===== src/rtl/adder_pkg.sv =====
// Shared types and sizing for the adder library.
// stage_t is one pipeline register: the partial result plus the operand slices still to be added.
package adder_pkg;

  localparam int unsigned SLICE_W = 8;
  localparam int unsigned WIDTH   = 32;
  localparam int unsigned STAGES  = WIDTH / SLICE_W;

  typedef struct packed {
    logic             valid;
    logic             carry;
    logic [WIDTH-1:0] sum;
    logic [WIDTH-1:0] x1;
    logic [WIDTH-1:0] x2;
  } stage_t;

endpackage


===== src/rtl/skl8.sv =====
// 8-bit Sklansky parallel-prefix adder slice with carry-in and carry-out.
// The carry-in is folded into bit 0's generate so the prefix tree yields every carry directly.
module skl8
  import adder_pkg::*;
(
  input  logic [SLICE_W-1:0] a,
  input  logic [SLICE_W-1:0] b,
  input  logic               cin,
  output logic [SLICE_W-1:0] s,
  output logic               cout
);

  localparam int unsigned LEVELS = $clog2(SLICE_W);

  logic [SLICE_W-1:0] p;
  logic [SLICE_W-1:0] g;
  logic [SLICE_W-1:0] gp;
  logic [SLICE_W-1:0] pp;
  logic [SLICE_W-1:0] gn;
  logic [SLICE_W-1:0] pn;

  // Each level joins the upper half of every 2^(l+1) block with the top bit of its lower half.
  always_comb begin
    p  = a ^ b;
    g  = a & b;
    gn = '0;
    pn = '0;
    gp = g;
    gp[0] = g[0] | (p[0] & cin);
    pp = p;
    for (int l = 0; l < int'(LEVELS); l++) begin
      gn = gp;
      pn = pp;
      for (int i = 0; i < int'(SLICE_W); i++) begin
        if (((i >> l) & 1) == 1) begin
          gn[i] = gp[i] | (pp[i] & gp[((i >> l) << l) - 1]);
          pn[i] = pp[i] & pp[((i >> l) << l) - 1];
        end
      end
      gp = gn;
      pp = pn;
    end
    s    = p ^ {gp[SLICE_W-2:0], cin};
    cout = gp[SLICE_W-1];
  end

endmodule


===== src/rtl/skl_32_pipe_8.sv =====
// Elastic pipelined 32-bit adder: one 8-bit Sklansky slice per stage, valid/ready at both ends.
// Operand slices are consumed (zeroed) as they are added so each stage carries only pending work.
module skl_32_pipe_8 #(
  parameter int unsigned WIDTH  = adder_pkg::WIDTH,
  parameter int unsigned SLICE  = adder_pkg::SLICE_W,
  parameter int unsigned STAGES = WIDTH / SLICE
) (
  input  logic             clk,
  input  logic             rst,
  input  logic             in_valid,
  output logic             in_ready,
  input  logic [WIDTH-1:0] x1,
  input  logic [WIDTH-1:0] x2,
  input  logic             cin,
  output logic             out_valid,
  input  logic             out_ready,
  output logic [WIDTH-1:0] s,
  output logic             cout
);

  adder_pkg::stage_t  st  [STAGES];
  adder_pkg::stage_t  up  [STAGES];
  adder_pkg::stage_t  nxt [STAGES];
  logic [SLICE-1:0]   sl_s [STAGES];
  logic [STAGES-1:0]  sl_c;
  logic [STAGES-1:0]  rdy;
  logic               unused_ops;

  // Backpressure chain: a stage may load if it is empty or its successor is loading.
  always_comb begin
    rdy = '0;
    rdy[STAGES-1] = !st[STAGES-1].valid || out_ready;
    for (int k = int'(STAGES) - 2; k >= 0; k--) begin
      rdy[k] = !st[k].valid || rdy[k+1];
    end
  end

  assign in_ready = rdy[0];

  // Stage inputs: live operands for stage 0, previous stage register otherwise.
  always_comb begin
    up[0].valid = in_valid;
    up[0].carry = cin;
    up[0].sum   = '0;
    up[0].x1    = x1;
    up[0].x2    = x2;
    for (int k = 1; k < int'(STAGES); k++) begin
      up[k] = st[k-1];
    end
  end

  for (genvar k = 0; k < int'(STAGES); k++) begin : g_slice
    skl8 u_skl8 (
      .a    (up[k].x1[k*SLICE +: SLICE]),
      .b    (up[k].x2[k*SLICE +: SLICE]),
      .cin  (up[k].carry),
      .s    (sl_s[k]),
      .cout (sl_c[k])
    );
  end

  always_comb begin
    for (int k = 0; k < int'(STAGES); k++) begin
      nxt[k]                        = up[k];
      nxt[k].sum[k*SLICE +: SLICE]  = sl_s[k];
      nxt[k].carry                  = sl_c[k];
      nxt[k].x1[k*SLICE +: SLICE]   = '0;
      nxt[k].x2[k*SLICE +: SLICE]   = '0;
    end
  end

  // Data only moves with a valid beat; a bubble just clears the valid bit.
  always_ff @(posedge clk or posedge rst) begin
    if (rst) begin
      for (int k = 0; k < int'(STAGES); k++) begin
        st[k] <= '0;
      end
    end else begin
      for (int k = 0; k < int'(STAGES); k++) begin
        if (rdy[k]) begin
          if (up[k].valid) begin
            st[k] <= nxt[k];
          end else begin
            st[k].valid <= 1'b0;
          end
        end
      end
    end
  end

  assign out_valid  = st[STAGES-1].valid;
  assign s          = st[STAGES-1].sum;
  assign cout       = st[STAGES-1].carry;
  assign unused_ops = ^{st[STAGES-1].x1, st[STAGES-1].x2};

endmodule

===== config.mk =====
export PLATFORM = sky130hd
export DESIGN_NAME = skl_32_pipe_8
export DESIGN_NICKNAME = d
export VERILOG_FILES = /design/src/rtl/adder_pkg.sv /design/src/rtl/skl8.sv /design/src/rtl/skl_32_pipe_8.sv
export SDC_FILE = /design/constraint.sdc
export NUM_CORES = 1
export LEC_CHECK = 0
export CAP_MARGIN = 15
export CORE_MARGIN = 10
export CORE_UTILIZATION = 40
export DETAILED_ROUTE_END_ITERATION = 6
export SETUP_SLACK_MARGIN = 0.5
export SYNTH_ARGS = -nofsm -noshare
export SYNTH_HDL_FRONTEND = slang
export SYNTH_SLANG_ARGS = --single-unit

===== constraint.sdc =====
create_clock -name clk -period 11.45 [get_ports clk]
set_clock_uncertainty 0.05 [all_clocks]
set_input_delay 1.7175 -clock clk [delete_from_list [all_inputs] [get_ports clk]]
set_output_delay 1.7175 -clock clk [all_outputs]
set_load 0.02 [all_outputs]

After elaboration in Yosys (flattened, before gate mapping)
Index checks and enable logic that the tools add are counted.

Register bits after elaboration: 184. Input bits: 69. Output and inout bits: 35. Word-level logic and storage cells: 170.

Muxes and demuxes: 4. Bitwise operators: 136. Reduce and logical (&&, ||, !) cells: 12.

Operators with widths (count): $and 1x1->1 (72); $xor 8x8->8 (8); $or 1x1->1 (52); $and 8x8->8 (4); $reduce_and 2->1 (4); $logic_not 1->1 (4); $logic_or 1x1->1 (4); $mux 1 (4).

Depth between registers and ports, before layout
Depth after elaboration: 10. Mapped depth: 9. Depth with buffers taken out: 9.

Cells and area by module
From an unflattened synthesis, not the netlist that was laid out.

Cells, all modules: 576. Area, all modules: 8374.3 sq um.

By module, submodules not included: skl_32_pipe_8 (instances 1, cells each 428, area each 7063.0 sq um, seq. area each 4604.4 sq um); skl8 (instances 4, cells each 37, area each 327.8 sq um, seq. area each 0.0 sq um).

Least setup slack after synthesis
Ideal clock, no wire load.

Path kind: input to output. Start: input out_ready. End: output in_ready. Data arrival time: 2.247 ns. Data required time: 9.683 ns. Setup slack: 7.435 ns. Stages on the path: 2. Buffers on the path: 0. Path through: nand4b_4 or2_2.

Word-level cells in the longest chain between the ends: 4.

Ends and longest elaborated chain: start: declaration (RTL line skl_32_pipe_8.sv:16) `input logic out_ready,`; $logic_or 1x1->1 (RTL line skl_32_pipe_8.sv:32) `rdy[STAGES-1] = !st[STAGES-1].valid || out_ready;`; $logic_or 1x1->1 (3 in series) (RTL line skl_32_pipe_8.sv:34) `rdy[k] = !st[k].valid || rdy[k+1];`; end: declaration (RTL line skl_32_pipe_8.sv:11) `output logic in_ready,`.

Every way passes these cells.

Worst setup path in the final report
Ends and elaborated chain as after synthesis.

==> results.yml <==
run_status:
  outcome: "completed"
timing:
  final_setup_violation_count: 0
  grt_setup_unrepaired: "no"
  hold_violations: 0
  slew_violations: 0
  tightestPinTransition_ns: 1.057
  timing.final.crit_share_pct: 44.23
  tns_ns: 0
  timing.fmax_mhz: 197.5
  max-slew-margin-rel_pct: 29.29
  post-route-min-period_ns: 5.064
synth:
  ys_flop_type: "dfrtp_1"
  fraction_of_synthesized_area_in_multiplexers_pct: 15.80
  synth_sequential_area_ratio_pct: 57.28
  async_flop_share_pct: 100.0
  number_of_synthesized_flops_with_an_enable_pin: 0
  synth_top_cells_by_area: "dfrtp_1 57%, mux2_2 15%, nand2_1 6.9%"
  netlist_instances: 654
  syn_avg_cell_area_um2: 12.29
  ys_seq_elements: 184
  synth_cell_types: 40
  synthSimpleGateAreaFrac_pct: 9.370
  synth_fa_ha_area_share_pct: 7.720
  synthXorXnorAreaFrac_pct: 0.8716
  synth_area_leader_cell: "dfrtp_1"
  synth_compound_area_share_pct: 5.619
  synth_top_cell_area_share_pct: 57.28
  syn_area_um2: 8039
  yosys_warnings: 0
  synth_top_family_by_area: "multiplexers"
  mappedNetlistNets: 763
floorplan:
  floorplan.initialDensity_pct: 41.04
  number_of_primary_i_o_pins: 104
  design.core.area_um2: 19590
  height_of_the_die_um: 161.8
  die_w_um: 161.8
  die_area_um2: 26170
  rows: 51
power_and_ir_drop:
  cell_internal_pwr_mw: 1.604
  p_per_area_nw_per_um2: 231.5
  netSwitchingFraction_pct: 30.16
  max-vdd-ir-drop_mv: 0.09627
  power_frac_comb_pct: 30.6
  sequentialPowerShare_pct: 42.5
  power_mw: 2.296
  share_of_power_burned_in_the_clock_network_pct: 26.9
  switching_power_mw: 0.6926
  total_leakage_power_nw: 4.560
run:
  max_cap_violations: 0
detailed_routing:
  routed_wl_per_cell_um: 15.34
  via_count: 4941
  drcViolationCount: 0
  routed_wl_mm: 15.77
  detailedRoute.firstPassIterationCount: 4
  detail_route.vias_per_cell: 4.806
  dr.first_iter.drc_count: 183
  postRouteAntennaNets: 0
cells_and_area:
  final_layout_size_suffix_gt1_share_pct: 19.27
  nets: 862
  insertedDiodeCount: 0
  finish.cell_count_without_fillers: 1028
  area_growth_pct: 23.39
  finalCoreUtilization_pct: 50.64
  most_frequent_standard_cell_in_the_layout_excluding_fill_and_tap_cells: "dfrtp_1"
  most-common-layout-cells: "184 x dfrtp_1, 144 x nand2_1, 110 x mux2_2"
worst_hold_path:
  min_path_type: "flop to flop"
global_routing:
  grt_max_degree: 105
  first_global_vias: 5403
  track_usage_pct: 12.60
  antenna_found_initial: 0
  grt_first_pass_wirelength_mm: 26.72
  grt.overflow.total: 0
cts:
  tritoncts: "built"
  cts_hold_repair.buffers: 0
  insertion_delay_ns: 0.42
  cts.reportedPaths.clkPinSlew_ns: 0.06
  post_cts.resized_instances: 0
  cts_sinks: 184
  numCtsBuffers: 17
  post_cts.repair.setup_buffers: 0
  clock-root-buffer: "clkbuf_16"
  total_number_of_h_tree_levels: 4
  cts.path.max_buffers: 2
setup_path:
  worst_reg2reg_setup_slack_ns: 8.98
  critical_path.endpoint: "in_ready"
  startpoint_type: "input pin"
  reg2regPathDepth: 4
  path_max_fanout: 6
  crit_start: "out_ready"
  cp.arrival_ns: 3.30
  worst_r2r_startpoint: "nxt[195]$_DFFE_PP0P_"
  path_class: "input pin to output pin"
  rr_endpoint: "nxt[218]$_DFFE_PP0P_"
  worst_ep_required_time_ns: 9.68
  critPathCaptureType: "output pin"
placed_design:
  buffer_ports.inserted: 103
  numPlacedInstances: 999
  detailedPlacementHpwl_mm: 10.89
  finalWeightedCongestion: 0.8078
[worst min path at each step]
stage | from | endpoint | slack (ns) | depth (start not counted)
floorplan | nxt[220]$_DFFE_PP0P_ | nxt[122]$_DFFE_PP0P_ | 0.38 | 2
global placement | nxt[258]$_DFFE_PP0P_ | nxt[160]$_DFFE_PP0P_ | 0.40 | 2
detailed placement | nxt[258]$_DFFE_PP0P_ | nxt[160]$_DFFE_PP0P_ | 0.40 | 2
CTS | nxt[258]$_DFFE_PP0P_ | nxt[160]$_DFFE_PP0P_ | 0.41 | 2
global route | nxt[247]$_DFFE_PP0P_ | st[247]$_DFFE_PP0P_ | 0.44 | 2
finish | nxt[258]$_DFFE_PP0P_ | nxt[160]$_DFFE_PP0P_ | 0.41 | 2
[power groups by stage]
| stage | Clock [mW] | Sequential [mW] | Combinational [mW] |
|---|---|---|---|
| after detailed placement | 0 | 0.990 | 0.716 |
| after global routing | 0.661 | 1.00 | 0.793 |
| after floorplan | 0 | 1.02 | 0.410 |
| final | 0.617 | 0.976 | 0.703 |
| after CTS | 0.636 | 0.980 | 0.720 |
| after global placement | 0 | 0.980 | 0.694 |
[metal layers]
metal	global-route usage, %	vias up	routed length, µm
li1	-	2396	-
met1	14.62	2462	6645
met2	22.26	74	8349
met3	3.134	9	588
met4	4.094	0	182
met5	0	-	0
[Yosys cell counts (all sizes together) (2+ instances only)]
master  count
clkbuf      7
a21o        8
nand2     147
and3        4
nor3        7
nor2        7
buf        19
nand2b      5
a311oi      2
mux2      111
o211ai      2
dfrtp     184
xor2        4
ha         24
a2111o      3
a211oi      4
inv        34
o31ai       4
o21bai      5
nor2b       3
a21oi       6
xnor2       4
o21ai      29
mux2i       2
o31a        2
fa         16
[metrics by stage]
stage               worst slack [ns]  hold WS, ns  instance area, µm²
finish                         6.386       0.4098                9920
global placement               6.381       0.3962                9306
detailed placement             6.380       0.4012                9306
CTS                            6.374       0.4141                9920
floorplan                      4.682       0.3831                8039
global route                   6.341       0.4408                9920
[flip-flops by register name, indices dropped and copies added, names as in the netlist]
register and count:
cout 1, nxt 99, out_valid 1, s 32
st 51
[cell families after synthesis]
group	after synthesis
AO/OA/AOI/OAI	69
flip-flops	184
AND/OR/NAND/NOR	180
buffers and inverters	60
multiplexers	113
adder cells (fa/ha/maj)	40
XOR/XNOR	8
[critical path, stage by stage]
cell and delay (ns):
clkdlybuf4s50_1 0.44, nand4b_4 0.24, or2_2 0.32, clkdlybuf4s50_1 0.58
[layout make-up]
type	instances	area, µm²
repair buffers	106	1054
clock buffers	20	436.7
flip-flops and latches	184	4604
fillers	1750	9671
multi-input cells	410	3182
clock inverters	9	176.4
well taps	265	331.6
inverters	34	135.1
Note: power is estimated with default switching activity, not from simulation.
